**config.mk**
```make
export PLATFORM = sky130hd
export DESIGN_NAME = alu_lhs_multishift
export DESIGN_NICKNAME = d
export VERILOG_FILES = /design/src/rtl/alu_lhs_pkg.sv /design/src/rtl/alu_lhs_step.sv /design/src/rtl/alu_lhs_multishift.sv
export SDC_FILE = /design/constraint.sdc
export NUM_CORES = 1
export LEC_CHECK = 0
export ABC_AREA = 1
export CAP_MARGIN = 20
export CORE_ASPECT_RATIO = 0.8
export CORE_UTILIZATION = 48
export CTS_BUF_LIST = sky130_fd_sc_hd__clkbuf_16
export DETAILED_ROUTE_END_ITERATION = 16
export PLACE_DENSITY = 0.89
export SETUP_SLACK_MARGIN = 0.05
export SYNTH_ARGS = -nofsm -noshare
export SYNTH_HDL_FRONTEND = slang
export SYNTH_SLANG_ARGS = --single-unit
```
**constraint.sdc**
```tcl
create_clock -name AluClock -period 1.3 [get_ports AluClock]
set_clock_uncertainty 0.1 [all_clocks]
set_input_delay 0.195 -clock AluClock [delete_from_list [all_inputs] [get_ports AluClock]]
set_output_delay 0.195 -clock AluClock [all_outputs]
set_load 0.005 [all_outputs]
```
**src/rtl/alu_lhs_pkg.sv**
```systemverilog
// Shared types and helpers for the multi-cycle ALU left-hand-side shifter.
package alu_lhs_pkg;

    // Operation select carried on the Mode input
    typedef enum logic [2:0] {
        ALU_LHS_PASS = 3'd0,
        ALU_LHS_SHL  = 3'd1,
        ALU_LHS_SHR  = 3'd2,
        ALU_LHS_ZERO = 3'd3,
        ALU_LHS_ROL  = 3'd4,
        ALU_LHS_ROR  = 3'd5,
        ALU_LHS_ASR  = 3'd6,
        ALU_LHS_RSVD = 3'd7
    } alu_lhs_mode_e;

    // Sequencer states
    typedef enum logic {
        ST_IDLE  = 1'b0,
        ST_SHIFT = 1'b1
    } alu_lhs_state_e;

    // True when the operation completes in the accept cycle without stepping
    function automatic logic is_immediate(input alu_lhs_mode_e mode, input logic [31:0] n);
        logic imm;
        case (mode)
            ALU_LHS_PASS: imm = 1'b1;
            ALU_LHS_ZERO: imm = 1'b1;
            ALU_LHS_RSVD: imm = 1'b1;
            default:      imm = (n == 32'd0);
        endcase
        return imm;
    endfunction

endpackage

```
**src/rtl/alu_lhs_step.sv**
```systemverilog
// Single-position shift/rotate step: next data value and the bit dropped or rotated.
module alu_lhs_step
    import alu_lhs_pkg::*;
#(
    parameter int WIDTH = 8
) (
    input  logic [WIDTH-1:0] i_data,
    input  alu_lhs_mode_e    i_mode,
    input  logic             i_fill,
    output logic [WIDTH-1:0] o_data,
    output logic             o_carry
);

    // Select one step of the requested operation
    always_comb begin
        o_data  = i_data;
        o_carry = 1'b0;
        case (i_mode)
            ALU_LHS_PASS: begin
                o_data  = i_data;
                o_carry = 1'b0;
            end
            ALU_LHS_SHL: begin
                o_data  = {i_data[WIDTH-2:0], i_fill};
                o_carry = i_data[WIDTH-1];
            end
            ALU_LHS_SHR: begin
                o_data  = {i_fill, i_data[WIDTH-1:1]};
                o_carry = i_data[0];
            end
            ALU_LHS_ZERO: begin
                o_data  = {WIDTH{1'b0}};
                o_carry = 1'b0;
            end
            ALU_LHS_ROL: begin
                o_data  = {i_data[WIDTH-2:0], i_data[WIDTH-1]};
                o_carry = i_data[WIDTH-1];
            end
            ALU_LHS_ROR: begin
                o_data  = {i_data[0], i_data[WIDTH-1:1]};
                o_carry = i_data[0];
            end
            ALU_LHS_ASR: begin
                o_data  = {i_data[WIDTH-1], i_data[WIDTH-1:1]};
                o_carry = i_data[0];
            end
            default: begin
                o_data  = i_data;
                o_carry = 1'b0;
            end
        endcase
    end

endmodule

```
**src/rtl/alu_lhs_multishift.sv**
```systemverilog
// Multi-cycle LHS shifter: one bit position per clock under a Start/Busy/Done handshake.
module alu_lhs_multishift
    import alu_lhs_pkg::*;
#(
    parameter int WIDTH = 8,
    parameter int CNT_W = $clog2(WIDTH + 1)
) (
    input  logic             AluClock,
    input  logic             Reset,
    input  logic [WIDTH-1:0] LHS,
    input  logic [2:0]       Mode,
    input  logic [CNT_W-1:0] Count,
    input  logic             LCarryIn,
    input  logic             Start,
    output logic             Busy,
    output logic             Done,
    output logic [WIDTH-1:0] Shift,
    output logic             LCarryOut
);

    alu_lhs_state_e   r_state;
    alu_lhs_mode_e    r_mode;
    logic             r_fill;
    logic [CNT_W-1:0] r_cnt;
    logic [WIDTH-1:0] r_shift;
    logic             r_carry;
    logic             r_busy;
    logic             r_done;

    alu_lhs_mode_e    w_mode;
    logic [CNT_W-1:0] w_n;
    logic             w_imm;
    logic [WIDTH-1:0] w_imm_result;
    logic [WIDTH-1:0] w_step_data;
    logic             w_step_carry;

    assign w_mode       = alu_lhs_mode_e'(Mode);
    // Counts beyond WIDTH behave as a full WIDTH-step operation
    assign w_n          = (Count > CNT_W'(WIDTH)) ? CNT_W'(WIDTH) : Count;
    assign w_imm        = is_immediate(w_mode, 32'(w_n));
    assign w_imm_result = (w_mode == ALU_LHS_ZERO) ? {WIDTH{1'b0}} : LHS;

    alu_lhs_step #(.WIDTH(WIDTH)) u_step (
        .i_data  (r_shift),
        .i_mode  (r_mode),
        .i_fill  (r_fill),
        .o_data  (w_step_data),
        .o_carry (w_step_carry)
    );

    // Sequencer, step counter, operand latches and registered outputs
    always_ff @(posedge AluClock) begin
        if (Reset) begin
            r_state <= ST_IDLE;
            r_mode  <= ALU_LHS_PASS;
            r_fill  <= 1'b0;
            r_cnt   <= {CNT_W{1'b0}};
            r_shift <= {WIDTH{1'b0}};
            r_carry <= 1'b0;
            r_busy  <= 1'b0;
            r_done  <= 1'b0;
        end else begin
            r_done <= 1'b0;
            case (r_state)
                ST_IDLE: begin
                    if (Start) begin
                        r_mode  <= w_mode;
                        r_fill  <= LCarryIn;
                        r_carry <= 1'b0;
                        if (w_imm) begin
                            r_shift <= w_imm_result;
                            r_done  <= 1'b1;
                        end else begin
                            // Shift register doubles as the operand latch
                            r_shift <= LHS;
                            r_cnt   <= w_n;
                            r_busy  <= 1'b1;
                            r_state <= ST_SHIFT;
                        end
                    end else begin
                        r_state <= ST_IDLE;
                    end
                end
                ST_SHIFT: begin
                    r_shift <= w_step_data;
                    r_carry <= w_step_carry;
                    r_cnt   <= r_cnt - CNT_W'(1);
                    if (r_cnt == CNT_W'(1)) begin
                        r_busy  <= 1'b0;
                        r_done  <= 1'b1;
                        r_state <= ST_IDLE;
                    end else begin
                        r_state <= ST_SHIFT;
                    end
                end
                default: begin
                    r_busy  <= 1'b0;
                    r_cnt   <= {CNT_W{1'b0}};
                    r_state <= ST_IDLE;
                end
            endcase
        end
    end

    assign Busy      = r_busy;
    assign Done      = r_done;
    assign Shift     = r_shift;
    assign LCarryOut = r_carry;

endmodule

```
# Word level (Yosys, flattened, before mapping)
# Index checks and enable logic that the tools add are counted.
[word_totals]
ff_bits = 20
input_bits = 19
output_inout_bits = 11
[op_classes]
addsub = 1
n_lt_le_gt_ge = 1
eq_ne = 15
muxes = 25
bitwise = 1
n_reduce_logical = 10
[ops]
columns = ["op", "count"]
rows = [
  ["case mux 8 bit (6 select lines)", 1],
  ["2-to-1 mux 8 bit", 3],
  ["case mux 8 bit (2 select lines)", 1],
  ["== test 3 bit (second input constant)", 4],
  ["2-to-1 mux 4 bit", 3],
  ["2-to-1 mux 1 bit", 11],
  ["case mux 1 bit (2 select lines)", 5],
  ["== test 3 x 2 -> 1 bit (second input constant)", 3],
  ["case mux 4 bit (2 select lines)", 1],
  ["inequality test 7 x 1 -> 1 bit (second input constant)", 1],
  ["inequality test 2 bit (second input constant)", 3],
  ["inequality test 6 x 1 -> 1 bit (second input constant)", 1],
  ["AND reduction 2 bit", 3],
  ["AND reduction 3 bit", 2],
  ["OR reduction 3 bit", 2],
  ["== test 4 x 1 -> 1 bit (second input constant)", 1],
  ["> comparator 4 bit (second input constant)", 1],
  ["logical NOT 4 bit", 1],
  ["subtractor 4 x 1 -> 4 bit (second input constant)", 1],
  ["== test 3 x 1 -> 1 bit (second input constant)", 1],
  ["logical NOT 3 bit", 1],
  ["inequality test 2 x 1 -> 1 bit (second input constant)", 1],
  ["OR reduction 2 bit", 1],
  ["NOT 1 bit", 1],
]

# Longest topological paths before layout
# Gate-level depths: netlist (run 1).
[depth]
ltp_word = 7
depth_mapped = 8

# By module
# A second synthesis (run 1) with hierarchy kept.
[hier_totals]
cells_unflattened = 203
hier_area_um2 = 1266.2
[by_module_without_submodules]
columns = ["module", "n_inst", "cells_per_inst", "area_per_inst_um2"]
rows = [
  ["alu_lhs_multishift", 1, 132, 922.1],
  ["alu_lhs_step", 1, 71, 344.1],
]

# Worst setup path before layout (run 1)
# OpenSTA, ideal clock, no wires.
[synth_timing]
kind = "reg2reg"
from = "register r_state"
to = "register r_cnt[3]"
setup_time_ns = 0.123
arrival_ns = 0.971
t_required_ns = 1.077
path_slack_ns = 0.105
stages_incl_launch_ff = 7
synth_period_minus_slack_ns = 1.195
path_cell_list = "dfxtp_1 buf_4 or2_2 nand2_1 nor2_1 nand3_1 o21ai_0"
[synth_via]
elab_chain_len = 3
elab_cells_between_ends = 5
classes_between = "2 x eq/ne; 1 x mux; 1 x bitwise; 1 x reduce/logical"
[synth_rtl]
columns = ["item", "line", "text"]
rows = [
  ["start: declaration", "alu_lhs_multishift.sv:21", "alu_lhs_state_e r_state;"],
  ["start signal: assignment", "alu_lhs_multishift.sv:54", "r_state <= ST_IDLE;"],
  ["start signal: assignment", "alu_lhs_multishift.sv:78", "r_state <= ST_SHIFT;"],
  ["start signal: assignment", "alu_lhs_multishift.sv:81", "r_state <= ST_IDLE;"],
  ["NOT 1 bit (no source line)", "-", ""],
  ["inequality test 2 bit (no source line)", "-", ""],
  ["AND reduction 2 bit (no source line)", "-", ""],
  ["end signal: assignment", "alu_lhs_multishift.sv:57", "r_cnt <= {CNT_W{1'b0}};"],
  ["end signal: assignment", "alu_lhs_multishift.sv:76", "r_cnt <= w_n;"],
  ["end signal: assignment", "alu_lhs_multishift.sv:87", "r_cnt <= r_cnt - CNT_W'(1);"],
  ["end: declaration", "alu_lhs_multishift.sv:24", "logic [CNT_W-1:0] r_cnt;"],
]
# Several ways; a longest one is shown, not always the timed one.
# A chain may end at the register's enable or synchronous reset.

# Worst setup path in the final report (run 1)
[layout_timing]
from = "register r_mode[1]"
to = "register r_carry, in the netlist LCarryOut"
[layout_via]
elab_chain_len = 4
elab_cells_between_ends = 9
classes_between = "5 x eq/ne; 2 x mux; 2 x reduce/logical"
[layout_rtl]
columns = ["item", "line", "text"]
rows = [
  ["start: declaration", "alu_lhs_multishift.sv:22", "alu_lhs_mode_e r_mode;"],
  ["start signal: assignment", "alu_lhs_multishift.sv:67", "r_mode <= w_mode;"],
  ["== test 3 x 2 -> 1 bit, or another cell as far along", "alu_lhs_step.sv:18", "case (i_mode)"],
  ["OR reduction 3 bit (no source line) / OR reduction 2 bit (equally long branches)", "-", ""],
  ["case mux 1 bit (2 select lines) *", "alu_lhs_step.sv:18", ""],
  ["case mux 1 bit (2 select lines) *", "alu_lhs_multishift.sv:64", "case (r_state)"],
  ["end signal: assignment", "alu_lhs_multishift.sv:86", "r_carry <= w_step_carry;"],
  ["end: declaration", "alu_lhs_multishift.sv:26", "logic r_carry;"],
]
# Every way passes the cells marked *; elsewhere a longest branch is shown, timed or not.

==> flow_metrics.tcl, run 1 <==
set metrics [dict create \
    hold_path_startpoint "Start" \
    clk_latency_ps 260 \
    start_util 0.534 \
    tns_ps -249 \
    cts_hold_buf 0 \
    multi_input_area_sq_um 905 \
    antenna_left 0 \
    p_int_mw 1.65 \
    cp.buffers_inverters 2 \
    cts_root_buffer "clkbuf_16" \
    status "finished, violations left" \
    critPathMostFrequentCell "nand2_1" \
    p_leak_nw 1.04 \
    rows 15 \
    violations "negative setup slack" \
    power_switching_uw 818 \
    die_y_um 47.0 \
    clock_path_buffers 2 \
    worstPathRequired_ps 1380 \
    area_growth_pct 74.9 \
    yosysWarnings 0 \
    min_period_over_period 1.07 \
    peakVddDrop_v 0.000746 \
    reg2reg_to "LCarryOut" \
    drc 0 \
    crit_arrival_ps 1470 \
    overflow 0 \
    crit_path_end_kind "flip-flop" \
    r2r-start "r_mode[1]" \
    syn_nets 223 \
    nNetsFinal 282 \
    crit_chain "inv_8 > buf_6 > nand3_4 > o21ai_1 > nand2_1 > nand2_1 > nand2_1 > a21oi_1" \
    slowest_stage "dfxtp_4" \
    num_vias 1781 \
    die_w_um 58.2 \
    ff2ff_path_depth 8 \
    seq_area_sq_um 427 \
    crit_type "flip-flop to flip-flop" \
    cp_slowest_stage_delay_ps 390 \
    grt_max_degree 13 \
    ios 30 \
    die_area_sq_um 2730 \
    fin_util 0.934 \
    finalSetupViolations 9 \
    timing.fmax_mhz 718 \
    synth.top_cell.area_share 0.330 \
    drive_above_1_share 0.408 \
    synth_area_sq_um 1210 \
    postSynthAreaPerCell_sq_um 6.00 \
    clk_pin_slew_ps 60 \
    total_power_mw 2.47 \
    p_per_area_nw_per_um2 1160 \
    first_pass_iters 5 \
    ys_seq_elements 20 \
    cp_max_fo 8 \
    hold_path_class "primary input to flip-flop" \
    worst_pin_slew_ps 253 \
    clkPwrFrac 0.354 \
    swShare 0.332 \
    synth.area.top_cells "dfxtp_1 (33%), nand2_1 (23%), a21oi_1 (10%), inv_1 (6.5%), nand3_1 (5.4%)" \
    seqPwrFrac 0.305 \
    synthCells 202 \
    clock_sinks 20 \
    gp_congestion 0.930 \
    via_per_inst 6.06 \
    postRouteWirelength_mm 5.61 \
    numCtsBuffers 3 \
    min_to "LCarryOut" \
    ys_types 21 \
    holdPathStages 4 \
    portBuffers 29 \
    timing.final.ws_setup_ps -91.8 \
    drv_cap 0 \
    cts_max_level 1 \
    track_usage 0.350 \
    slew_violations 0 \
    critPathTopFamily "flip-flops" \
    grt_pass1_wl_mm 6.82 \
    dp_hpwl_mm 2.68 \
    cts_tree "built" \
    rsz0062_at_grt "true" \
    comb_power_share 0.342 \
    wl_per_cell_um 19.1 \
    slew_headroom 0.829 \
    startpoint_type "flip-flop" \
    coreArea_sq_um 2270 \
    n_antenna_cell 0 \
    antenna_found_initial 0 \
    hold_viol 0 \
    fin_crit_ps 1390 \
    reg2reg_slack_ps -90 \
    drt_iter0_drc 244 \
    ys_seq_area_frac 0.330 \
    grt_pass1_vias 1484 \
    synth_top_cell_by_area "dfxtp_1" \
    nFillCells 82 \
]
cell usage after synthesis:
| master | count |
|---|---|
| buf_2 | 3 |
| o21ai_0 | 7 |
| or2_2 | 1 |
| nand3_2 | 2 |
| nand2_2 | 1 |
| a21oi_1 | 25 |
| dfxtp_1 | 20 |
| nor2_1 | 15 |
| buf_4 | 1 |
| nor3_1 | 1 |
| clkbuf_1 | 1 |
| o22ai_1 | 3 |
| ha_1 | 2 |
| nand4_1 | 4 |
| nand3_1 | 13 |
| nand2_4 | 1 |
| inv_1 | 21 |
| nand2_1 | 75 |
| o21ai_1 | 1 |
| and3_1 | 1 |
| inv_2 | 4 |
cell families after synthesis:
kind of cell             synth area share
AO/OA/AOI/OAI                       0.152
adder cells (fa/ha/maj)            0.0206
buffers and inverters              0.0991
flip-flops                          0.330
AND/OR/NAND/NOR                     0.398
repair_timing:
action / in CTS / in global routing
cloned: 1 / 0
pin swaps: 7 / 17
buffers inserted: 5 / 1
resized for setup: 49 / 60
endpoints found under the setup margin: 24 / 19
metal layers:
metal,global-route usage,wire length (um),vias up
met3,0.0826,628,55
met1,0.404,2030,789
met4,0.186,404,0
met2,0.625,2540,171
li1,-,-,766
met5,0,0,-
cell type report:
class | instances | area share
Inverter | 25 | 0.0525
Clock inverter | 1 | 0.0142
Clock buffer | 3 | 0.0354
Tap cell | 34 | 0.0201
Sequential cell | 20 | 0.201
Timing Repair Buffer | 58 | 0.250
Multi-Input combinational cell | 153 | 0.427
how the worst max path moves through the flow:
stage,start,end,slack [ps],cells past startpoint
finish,r_mode[1],LCarryOut,-90,8
global route,r_mode[1],Shift[0],-170,8
CTS,r_mode[0],Shift[4],30,8
detailed placement,Mode[1],Shift[4],-260,7
global placement,Mode[0],r_cnt[0],-220,7
floorplan,r_state,r_cnt[3],110,6
metrics by stage:
step                      worst slack [ps]  cells  hold slack (ps)  instance area, sq um
after CTS                             35.0    293              357                  1930
after detailed placement              -262    283              366                  1700
after global placement                -224    283              359                  1700
after floorplan                        105    202              164                  1210
after global routing                  -169    294              247                  2120
final                                -91.8    294              236                  2120
placed cells by master, fill, tap and decap left out, types with 3 or more instances in the layout:
cell type and instances:
inv_1 14, nand2_4 4, dlymetal6s2s_1 6, inv_4 4, dfxtp_1 7, inv_2 6, nand3_4 3, dfxtp_2 9
nand2_1 56, nand3_2 4, dlygate4sd2_1 13, clkbuf_16 3, buf_6 3, a21oi_1 15, nor2_2 5, buf_4 25
clkdlybuf4s50_1 10, a21oi_2 9, nor2_1 9, nand4_1 4, dfxtp_4 4, nand2_2 17, o21ai_0 5, nand3_1 8
tightest hold or removal path, delay by kind of cell:
family / cells / cell delay [ps]
buffers and inverters: 1 / 150
and+or+nand+nor: 2 / 130
AOI/OAI and AO/OA: 1 / 70
sequential cells by signal, summed over array words and instances (netlist names):
register,flops
Busy,1
LCarryOut,1
r_fill,1
Done,1
Shift,8
r_state,1
r_cnt,4
r_mode,3
power groups by stage:
stage / Clock [mW] / Sequential [mW] / Combinational (mW)
3_3_place_gp: 0 / 0.740 / 0.575
2_1_floorplan: 0 / 0.736 / 0.313
4_1_cts: 0.859 / 0.732 / 0.662
6_report: 0.873 / 0.752 / 0.843
5_1_grt: 0.899 / 0.756 / 0.893
3_5_place_dp: 0 / 0.742 / 0.594
Note: power is estimated with default switching activity, not from simulation.
==> run 2, diff against run 1 <==
--- a/config.mk
+++ b/config.mk
@@ -8,10 +8,10 @@
 export ABC_AREA = 1
 export CAP_MARGIN = 20
 export CORE_ASPECT_RATIO = 0.8
-export CORE_UTILIZATION = 48
+export CORE_UTILIZATION = 30
 export CTS_BUF_LIST = sky130_fd_sc_hd__clkbuf_16
 export DETAILED_ROUTE_END_ITERATION = 16
-export PLACE_DENSITY = 0.89
+export PLACE_DENSITY = 0.64
 export SETUP_SLACK_MARGIN = 0.05
 export SYNTH_ARGS = -nofsm -noshare
 export SYNTH_HDL_FRONTEND = slang
==> run 2 against run 1 <==
The flow now finishes without violations. Design area is 1.9% lower. First-iteration DRC count is 79% lower. Non-clock buffer count stayed put. Die area is 57% higher. Maximum frequency is 8.7% higher. Combinational power is 13% lower. Routed wire length is 34% lower. Total power is 14% lower. Worst setup slack better by 110 ps. Worst hold slack better by 6.7 ps. Clock-buffer cell count stayed put. Largest cell class unchanged.
==> flow_metrics.tcl, run 2 (synthesis results as in run 1) <==
set metrics [dict create \
    clk_latency_ps 260 \
    timing.fmax_mhz 781 \
    track_usage 0.180 \
    crit_start "r_mode[2]" \
    gp_congestion 0.814 \
    num_vias 1438 \
    clock_path_buffers 2 \
    final_common_cell "nand2_1" \
    reg2reg_slack_ps 20 \
    rows 20 \
    worst_pin_slew_ps 207 \
    p_leak_nw 0.999 \
    p_per_area_nw_per_um2 1020 \
    r2r-start "r_mode[2]" \
    seq_area_sq_um 423 \
    cp_slowest_stage_delay_ps 390 \
    slew_violations 0 \
    hold_path_class "primary input to flip-flop" \
    first_pass_iters 4 \
    crit_arrival_ps 1370 \
    portBuffers 29 \
    cts_tree "built" \
    cts_hold_buf 0 \
    wl_per_cell_um 11.8 \
    peakVddDrop_v 0.000481 \
    finalSetupViolations 0 \
    die_area_sq_um 4300 \
    grt_pass1_vias 1320 \
    nNetsFinal 282 \
    ff2ff_path_depth 6 \
    ios 30 \
    postRouteWirelength_mm 3.70 \
    antenna_left 0 \
    startpoint_type "flip-flop" \
    largest_reg_flops 8 \
    nFillCells 376 \
    multi_input_area_sq_um 882 \
    antenna_found_initial 0 \
    slowest_stage "dfxtp_4" \
    drv_cap 0 \
    clock_sinks 20 \
    fin_util 0.543 \
    fin_crit_ps 1280 \
    dp_hpwl_mm 2.47 \
    cp-endpoint "Shift[4]" \
    crit_chain "inv_2 > a21oi_2 > nand3_2 > nand2_4 > inv_4 > a21oi_1" \
    grt_pass1_wl_mm 5.89 \
    hold_viol 0 \
    overflow 0 \
    die_y_um 58.9 \
    stdcell_count 314 \
    min_period_over_period 0.985 \
    die_w_um 73.1 \
    status "finished clean" \
    drive_above_1_share 0.378 \
    via_per_inst 4.58 \
    dp.cells 305 \
    crit_path_end_kind "flip-flop" \
    cp.buffers_inverters 2 \
    n_antenna_cell 0 \
    final_cell_mix "nand2_1 (65), buf_4 (27), inv_1 (14)" \
    cts_root_buffer "clkbuf_16" \
    drt_iter0_drc 52 \
    numCtsBuffers 3 \
    rsz0062_at_grt "true" \
    clk_pin_slew_ps 60 \
    grt_max_degree 17 \
    start_util 0.317 \
    worstPathRequired_ps 1390 \
    cts_max_level 1 \
    area_growth_pct 71.5 \
    crit_type "flip-flop to flip-flop" \
    cp_max_fo 6 \
    coreArea_sq_um 3830 \
    slew_headroom 0.862 \
    cp.depth 6 \
    drc 0 \
    reg2reg_to "Shift[4]" \
    critPathTopFamily "flip-flops" \
]
run 2: cell count changes in the layout (fill, tap and decap cells not counted), moves of 3 or more:
| cell | delta |
|---|---|
| dfxtp_2 | -3 |
| dfxtp_1 | +3 |
| nand2_1 | +9 |
| nand2_2 | -9 |
| a21oi_2 | +3 |
run 2: through the flow:
stage          instance area, sq um  setup WS, ps  setup TNS (ps)  hold WS [ps]  power (mW)
5_1_grt                        2080         -27.0            -127           266        2.24
6_report                       2080          20.0               0           243        2.11
3_3_place_gp                   1730          -247           -3400           358        1.33
2_1_floorplan                  1210           105               0           164        1.05
3_5_place_dp                   1730          -242           -3660           372        1.34
4_1_cts                        1850          59.0               0           375        1.99
run 2: final cells by class:
class,count,share of cell area
repair buffers,58,0.250
multi-input cells,153,0.424
clock buffers,3,0.0361
flip-flops and latches,20,0.203
inverters,25,0.0529
well taps,55,0.0331
run 2: how the worst min path moves through the flow:
stage,start,endpoint,cells past startpoint
floorplan,Reset,Done,1
global placement,r_cnt[3],r_cnt[3],2
detailed placement,r_cnt[3],r_cnt[3],2
CTS,Mode[1],r_mode[1],3
global route,Mode[2],r_mode[2],4
finish,Mode[2],r_mode[2],4
run 2: what timing repair did:
action	4_1_cts	5_1_grt
endpoints found under the setup margin	24	17
cloned	1	0
pin swaps	3	17
buffers inserted	2	3
gates resized for setup	34	61
run 2: power breakdown:
part	internal, mW	total (mW)	leakage (nW)	switching [mW]
registers	0.679	0.735	0.170	0.0553
logic	0.341	0.732	0.792	0.391
clock network	0.406	0.645	0.0370	0.239
total	1.43	2.11	0.999	0.685
run 2: metal layers:
layer	vias up	wire, um	GRT usage
met5	-	0	0
met2	22	1800	0.276
li1	768	-	-
met3	5	64	0.0308
met4	0	51	0.0672
met1	643	1780	0.251
run 2: worst register-to-register path: cells and delay by family (launching register included):
family	cells	cell delay [ps]
buf+inv	2	130
compound gates	2	320
flops	1	390
simple gates	2	280
